==> config.mk <==
export PLATFORM = sky130hd
export DESIGN_NAME = wm8731_cfg_seq
export DESIGN_NICKNAME = d
export VERILOG_FILES = /design/src/rtl/wm8731_cfg_seq.sv
export SDC_FILE = /design/constraint.sdc
export NUM_CORES = 1
export LEC_CHECK = 0
export CELL_PAD_IN_SITES_DETAIL_PLACEMENT = 0
export CELL_PAD_IN_SITES_GLOBAL_PLACEMENT = 1
export CORE_UTILIZATION = 47
export CTS_BUF_LIST = sky130_fd_sc_hd__clkbuf_4
export DETAILED_ROUTE_END_ITERATION = 8
export PLACE_DENSITY_LB_ADDON = 0.1
export SYNTH_ARGS = -nofsm -noshare
export SYNTH_HDL_FRONTEND = slang
export SYNTH_SLANG_ARGS = --single-unit
==> constraint.sdc <==
create_clock -name clock_20Khz -period 5.7 [get_ports clock_20Khz]
set_input_delay 1.425 -clock clock_20Khz [delete_from_list [all_inputs] [get_ports clock_20Khz]]
set_output_delay 1.425 -clock clock_20Khz [all_outputs]
set_load 0.03 [all_outputs]
==> src/rtl/wm8731_cfg_seq.sv <==
// wm8731_cfg_seq: power-up configuration sequencer for the WM8731 codec.
// Waits a settle time after a setup request, then writes eight codec
// registers through I2C_Controller using the GO/END handshake and ACK check.
// Optional feature macro: WM_CFG_RETRY_EN (per-register retries on failure).
module wm8731_cfg_seq #(
  parameter logic [7:0] SLAVE_ADDR     = 8'h34,
  parameter int         SETTLE_CYCLES  = 2000,
  parameter int         TIMEOUT_CYCLES = 1023,
  parameter int         RETRY_MAX      = 3
) (
  input  logic        clock_20Khz,
  input  logic        pin_reset,
  input  logic        pin_setup,
  input  logic        i2c_end,
  input  logic        i2c_ack,
  output logic [23:0] i2c_data,
  output logic        i2c_go,
  output logic        cfg_busy,
  output logic        cfg_done,
  output logic        cfg_error,
  output logic [2:0]  cfg_index
);

  // One down/up counter serves the settle wait, the END timeout and the gap.
  localparam int CNT_MAX_A = (SETTLE_CYCLES > TIMEOUT_CYCLES) ? SETTLE_CYCLES : TIMEOUT_CYCLES;
  localparam int CNT_MAX   = (CNT_MAX_A > RETRY_MAX) ? CNT_MAX_A : RETRY_MAX;
  localparam int CNT_W     = $clog2(CNT_MAX + 1);

  // Codec register words, written in order; the activate write must be last.
  localparam logic [15:0] REG_TABLE [8] = '{
    16'h1E00, 16'h0C07, 16'h0E13, 16'h1001,
    16'h0579, 16'h0812, 16'h0A00, 16'h13FF
  };

  typedef enum logic [3:0] {
    S_IDLE, S_SETTLE, S_LOAD, S_GO, S_WAIT, S_GAP, S_CHECK, S_DONE, S_ERROR
  } state_t;

  state_t             state_reg, state_next;
  logic [CNT_W-1:0]   cnt_reg, cnt_next;
  logic [2:0]         idx_reg, idx_next;
  logic               fail_reg, fail_next;
  logic [23:0]        data_reg, data_next;
  logic               go_reg, go_next;
  logic               busy_reg, busy_next;
  logic               done_reg, done_next;
  logic               error_reg, error_next;
  logic [2:0]         sync_reg;
  logic               start_req;

`ifdef WM_CFG_RETRY_EN
  localparam int RW = (RETRY_MAX > 0) ? $clog2(RETRY_MAX + 1) : 1;
  logic [RW-1:0]      retry_reg, retry_next;
`endif

  // Two-flop synchronizer plus one edge-detect stage for the setup button.
  always_ff @(posedge clock_20Khz or negedge pin_reset) begin
    if (!pin_reset) sync_reg <= 3'b111;
    else            sync_reg <= {sync_reg[1:0], pin_setup};
  end

  assign start_req = sync_reg[2] & ~sync_reg[1];

  // State and datapath registers; async reset forces GO low immediately.
  always_ff @(posedge clock_20Khz or negedge pin_reset) begin
    if (!pin_reset) begin
      state_reg <= S_IDLE;
      cnt_reg   <= '0;
      idx_reg   <= 3'd0;
      fail_reg  <= 1'b0;
      data_reg  <= 24'h0;
      go_reg    <= 1'b0;
      busy_reg  <= 1'b0;
      done_reg  <= 1'b0;
      error_reg <= 1'b0;
`ifdef WM_CFG_RETRY_EN
      retry_reg <= '0;
`endif
    end else begin
      state_reg <= state_next;
      cnt_reg   <= cnt_next;
      idx_reg   <= idx_next;
      fail_reg  <= fail_next;
      data_reg  <= data_next;
      go_reg    <= go_next;
      busy_reg  <= busy_next;
      done_reg  <= done_next;
      error_reg <= error_next;
`ifdef WM_CFG_RETRY_EN
      retry_reg <= retry_next;
`endif
    end
  end

  // Next-state and register-update logic for the write sequence.
  always_comb begin
    state_next = state_reg;
    cnt_next   = cnt_reg;
    idx_next   = idx_reg;
    fail_next  = fail_reg;
    data_next  = data_reg;
    go_next    = go_reg;
    busy_next  = busy_reg;
    done_next  = done_reg;
    error_next = error_reg;
`ifdef WM_CFG_RETRY_EN
    retry_next = retry_reg;
`endif
    case (state_reg)
      S_IDLE, S_DONE, S_ERROR: begin
        if (start_req) begin
          state_next = S_SETTLE;
          cnt_next   = CNT_W'(SETTLE_CYCLES - 1);
          idx_next   = 3'd0;
          busy_next  = 1'b1;
          done_next  = 1'b0;
          error_next = 1'b0;
`ifdef WM_CFG_RETRY_EN
          retry_next = '0;
`endif
        end
      end
      S_SETTLE: begin
        if (cnt_reg == '0) state_next = S_LOAD;
        else               cnt_next   = cnt_reg - 1'b1;
      end
      S_LOAD: begin
        // Data is registered a full cycle ahead of GO.
        data_next  = {SLAVE_ADDR, REG_TABLE[idx_reg]};
        state_next = S_GO;
      end
      S_GO: begin
        go_next    = 1'b1;
        cnt_next   = '0;
        fail_next  = 1'b0;
        state_next = S_WAIT;
      end
      S_WAIT: begin
        if (i2c_end) begin
          fail_next  = i2c_ack;
          go_next    = 1'b0;
          cnt_next   = '0;
          state_next = S_GAP;
        end else if (cnt_reg == CNT_W'(TIMEOUT_CYCLES)) begin
          fail_next  = 1'b1;
          go_next    = 1'b0;
          cnt_next   = '0;
          state_next = S_GAP;
        end else begin
          cnt_next = cnt_reg + 1'b1;
        end
      end
      S_GAP: begin
        // Leave only after two low-GO cycles and once the controller drops END.
        if (cnt_reg != '0 && !i2c_end) state_next = S_CHECK;
        else                          cnt_next   = CNT_W'(1);
      end
      S_CHECK: begin
        if (!fail_reg) begin
          if (idx_reg == 3'd7) begin
            state_next = S_DONE;
            done_next  = 1'b1;
            busy_next  = 1'b0;
          end else begin
            idx_next   = idx_reg + 3'd1;
            state_next = S_LOAD;
`ifdef WM_CFG_RETRY_EN
            retry_next = '0;
`endif
          end
        end else begin
`ifdef WM_CFG_RETRY_EN
          if (retry_reg < RW'(RETRY_MAX)) begin
            retry_next = retry_reg + 1'b1;
            state_next = S_LOAD;
          end else begin
            state_next = S_ERROR;
            error_next = 1'b1;
            busy_next  = 1'b0;
          end
`else
          state_next = S_ERROR;
          error_next = 1'b1;
          busy_next  = 1'b0;
`endif
        end
      end
      default: state_next = S_IDLE;
    endcase
  end

  assign i2c_data  = data_reg;
  assign i2c_go    = go_reg;
  assign cfg_busy  = busy_reg;
  assign cfg_done  = done_reg;
  assign cfg_error = error_reg;
  assign cfg_index = idx_reg;

endmodule

==> metrics.yaml <==
vias_per_cell: 5.87
fin_skew_ns: 0.00805
reg2reg_to: "cnt_reg[0]"
hold_class: "register to register"
globalRouteOverflowTotal: 0
yosysSeqAreaShare_pct: 37.6
cts.path.max_buffers: 2
finalWirelength_um: 5300
grt_max_degree: 38
syn-mean-instance-area_um2: 9.45
cts_resized: 0
cp_slowest_cell: "clkdlybuf4s50_1"
report.final.slew_viol_count: 0
min_from: "sync_reg[0]"
endpoint_kind: "output pin"
hold_viol: 0
setup_ws_ns: 2.48
path_clk_slew_ns: 0.12
p_total_mw: 1.48
power_leakage_nw: 1.06
reg2reg_depth: 7
grt_pass1_wl_um: 9120
ys_ff_latch: 37
synthTopCellsByCount: "34 x dfrtp_1, 28 x nor2_1, 19 x a21oi_1"
fp.dieH_um: 74.6
place_ws_ns: 2.15
postRouteAntennaNets: 0
setup_tns_ns: 0
synth_warnings: 0
rows: 26
port-buffer-count: 27
cp-start-kind: "register"
core_um2: 5070
drt_first_pass_iters: 5
ir_drop_mv: 0.259
fin_crit_ns: 3.22
final.fill_count: 481
drive_above_1_share_pct: 12.7
numCtsBuffers: 5
initial_core_util_pct: 48.8
yosysMostFrequentCell: "dfrtp_1"
vias: 2026
p_per_area_nw_per_um2: 549
finalNonFillerCells: 345
cts_hold_buf: 0
ys_types: 68
cts_tree: "yes"
cp_max_fo: 15
antenna_found_initial: 0
whs_path_depth: 0
fin_crit_sh_pct: 56.6
synth_top_cell_area_share_pct: 34.4
synth_area_leader_cell: "dfrtp_1"
tightest_slew_ns: 0.834
synth_edf_count: 0
ys.flop_type: "dfrtp_1"
postCtsSetupBuffers: 0
cp.arrival_ns: 1.80
dp_hpwl_um: 3710
finalSetupViolations: 0
clock-sinks: 37
worstPathRequired_ns: 4.28
maxCapViolCount: 0
path_delay_family: "buffers and inverters"
slew-limit-headroom_pct: 44.4
fmax_mhz: 310
synth_area_um2: 2470
drc: 0
htree_levels: 2
num_io_pins: 36
num_antenna_cells: 0
fin_nets: 288
numPlacedInstances: 337
synth_async_sr_flop_share_pct: 100
ff2ff_setup_slack_ns: 3.00
path_buf_inv: 1
critical_path_class: "register to output pin"
insertion_delay_ns: 0.35
status: "complete, no violations"
path_cells: "clkdlybuf4s50_1"
rsz0062_at_grt: "no"
fp.dieArea_um2: 5560
grt_pass1_vias: 1855
clockRootBuffer: "clkbuf_4"
synthCells: 262
gp_congestion: 0.894
routedWlPerCell_um: 15.4
rr_startpoint: "cnt_reg[0]"
die_w_um: 74.6
min_to: "sync_reg[1]"
areaGrowthSynthToFinish_pct: 8.90
gr-usage-all-layers_pct: 21.5
drtIter0Drc: 182
synthTopCellsByArea: "dfrtp_1 34%, ha_1 4.6%, buf_4 4.2%, nor2_1 4.2%, a21oi_1 3.8%"
worst_path_largest_cell_delay_ns: 0.77
## layer usage
layer  vias to the layer above  global-route usage, %  share of wire, %
li1                        966                      -                 -
met2                        75                   31.6                45
met5                         -                      0                 0
met1                       976                   31.7                48
met3                         9                   3.25               5.4
met4                         0                   8.39               1.8
## metrics by stage
stage                     util, %  hold slack (ns)  instance area [um^2]
after global routing         53.1            0.371                  2700
final                        53.1            0.366                  2700
after detailed placement     51.6            0.347                  2620
after global placement       51.6            0.347                  2620
after CTS                    53.1            0.366                  2700
after floorplan                 -            0.345                  2500
## where the power goes
part / internal [mW] / total [mW] / switching, mW
Combinational: 0.341 / 0.782 / 0.441
Clock: 0.0908 / 0.186 / 0.0951
Sequential: 0.354 / 0.511 / 0.156
## cells in the final DEF (no fill, tap or decap), drive strengths merged, types with 4 or more instances in the layout
cell type,count
nand2,13
nand3b,4
conb,8
nor2,28
nor3,10
dfrtp,34
clkbuf,5
or2,4
a22o,4
nor4,6
o22ai,4
nand3,5
a21oi,19
clkdlybuf4s50,26
ha,9
o21ai,12
inv,10
## area by class of cell
type                       instances  area, um^2  area share (%)
tap                               70        87.6            3.25
inverter                          10        37.5            1.39
timing repair buffer              28         273            10.1
clock inverter                     3        41.3            1.53
clock buffer                       5        37.5            1.39
multi-input combinational        192        1290            47.8
sequential                        37         930            34.5
## worst max-delay path by stage
stage	startpoint	endpoint	cells after the start
3_3_place_gp	i2c_end	cnt_reg[5]	5
4_1_cts	cfg_index[2]	cfg_index[2]	1
5_1_grt	i2c_end	cnt_reg[5]	5
3_5_place_dp	i2c_end	cnt_reg[5]	5
2_1_floorplan	i2c_end	cnt_reg[5]	4
6_report	cfg_index[2]	cfg_index[2]	1
## cell families (layout without fill, tap and decap cells)
family	after synthesis	in the layout	share of synthesized area, %
flops	37	37	37.6
buf+inv	40	46	11.4
mux	6	6	2.58
simple gates	96	96	22.1
compound gates	71	71	20.9
fa+ha+maj	9	9	4.55
xor+xnor	2	2	0.708
other cells	1	8	0.152
Note: power is estimated with default switching activity, not from simulation.
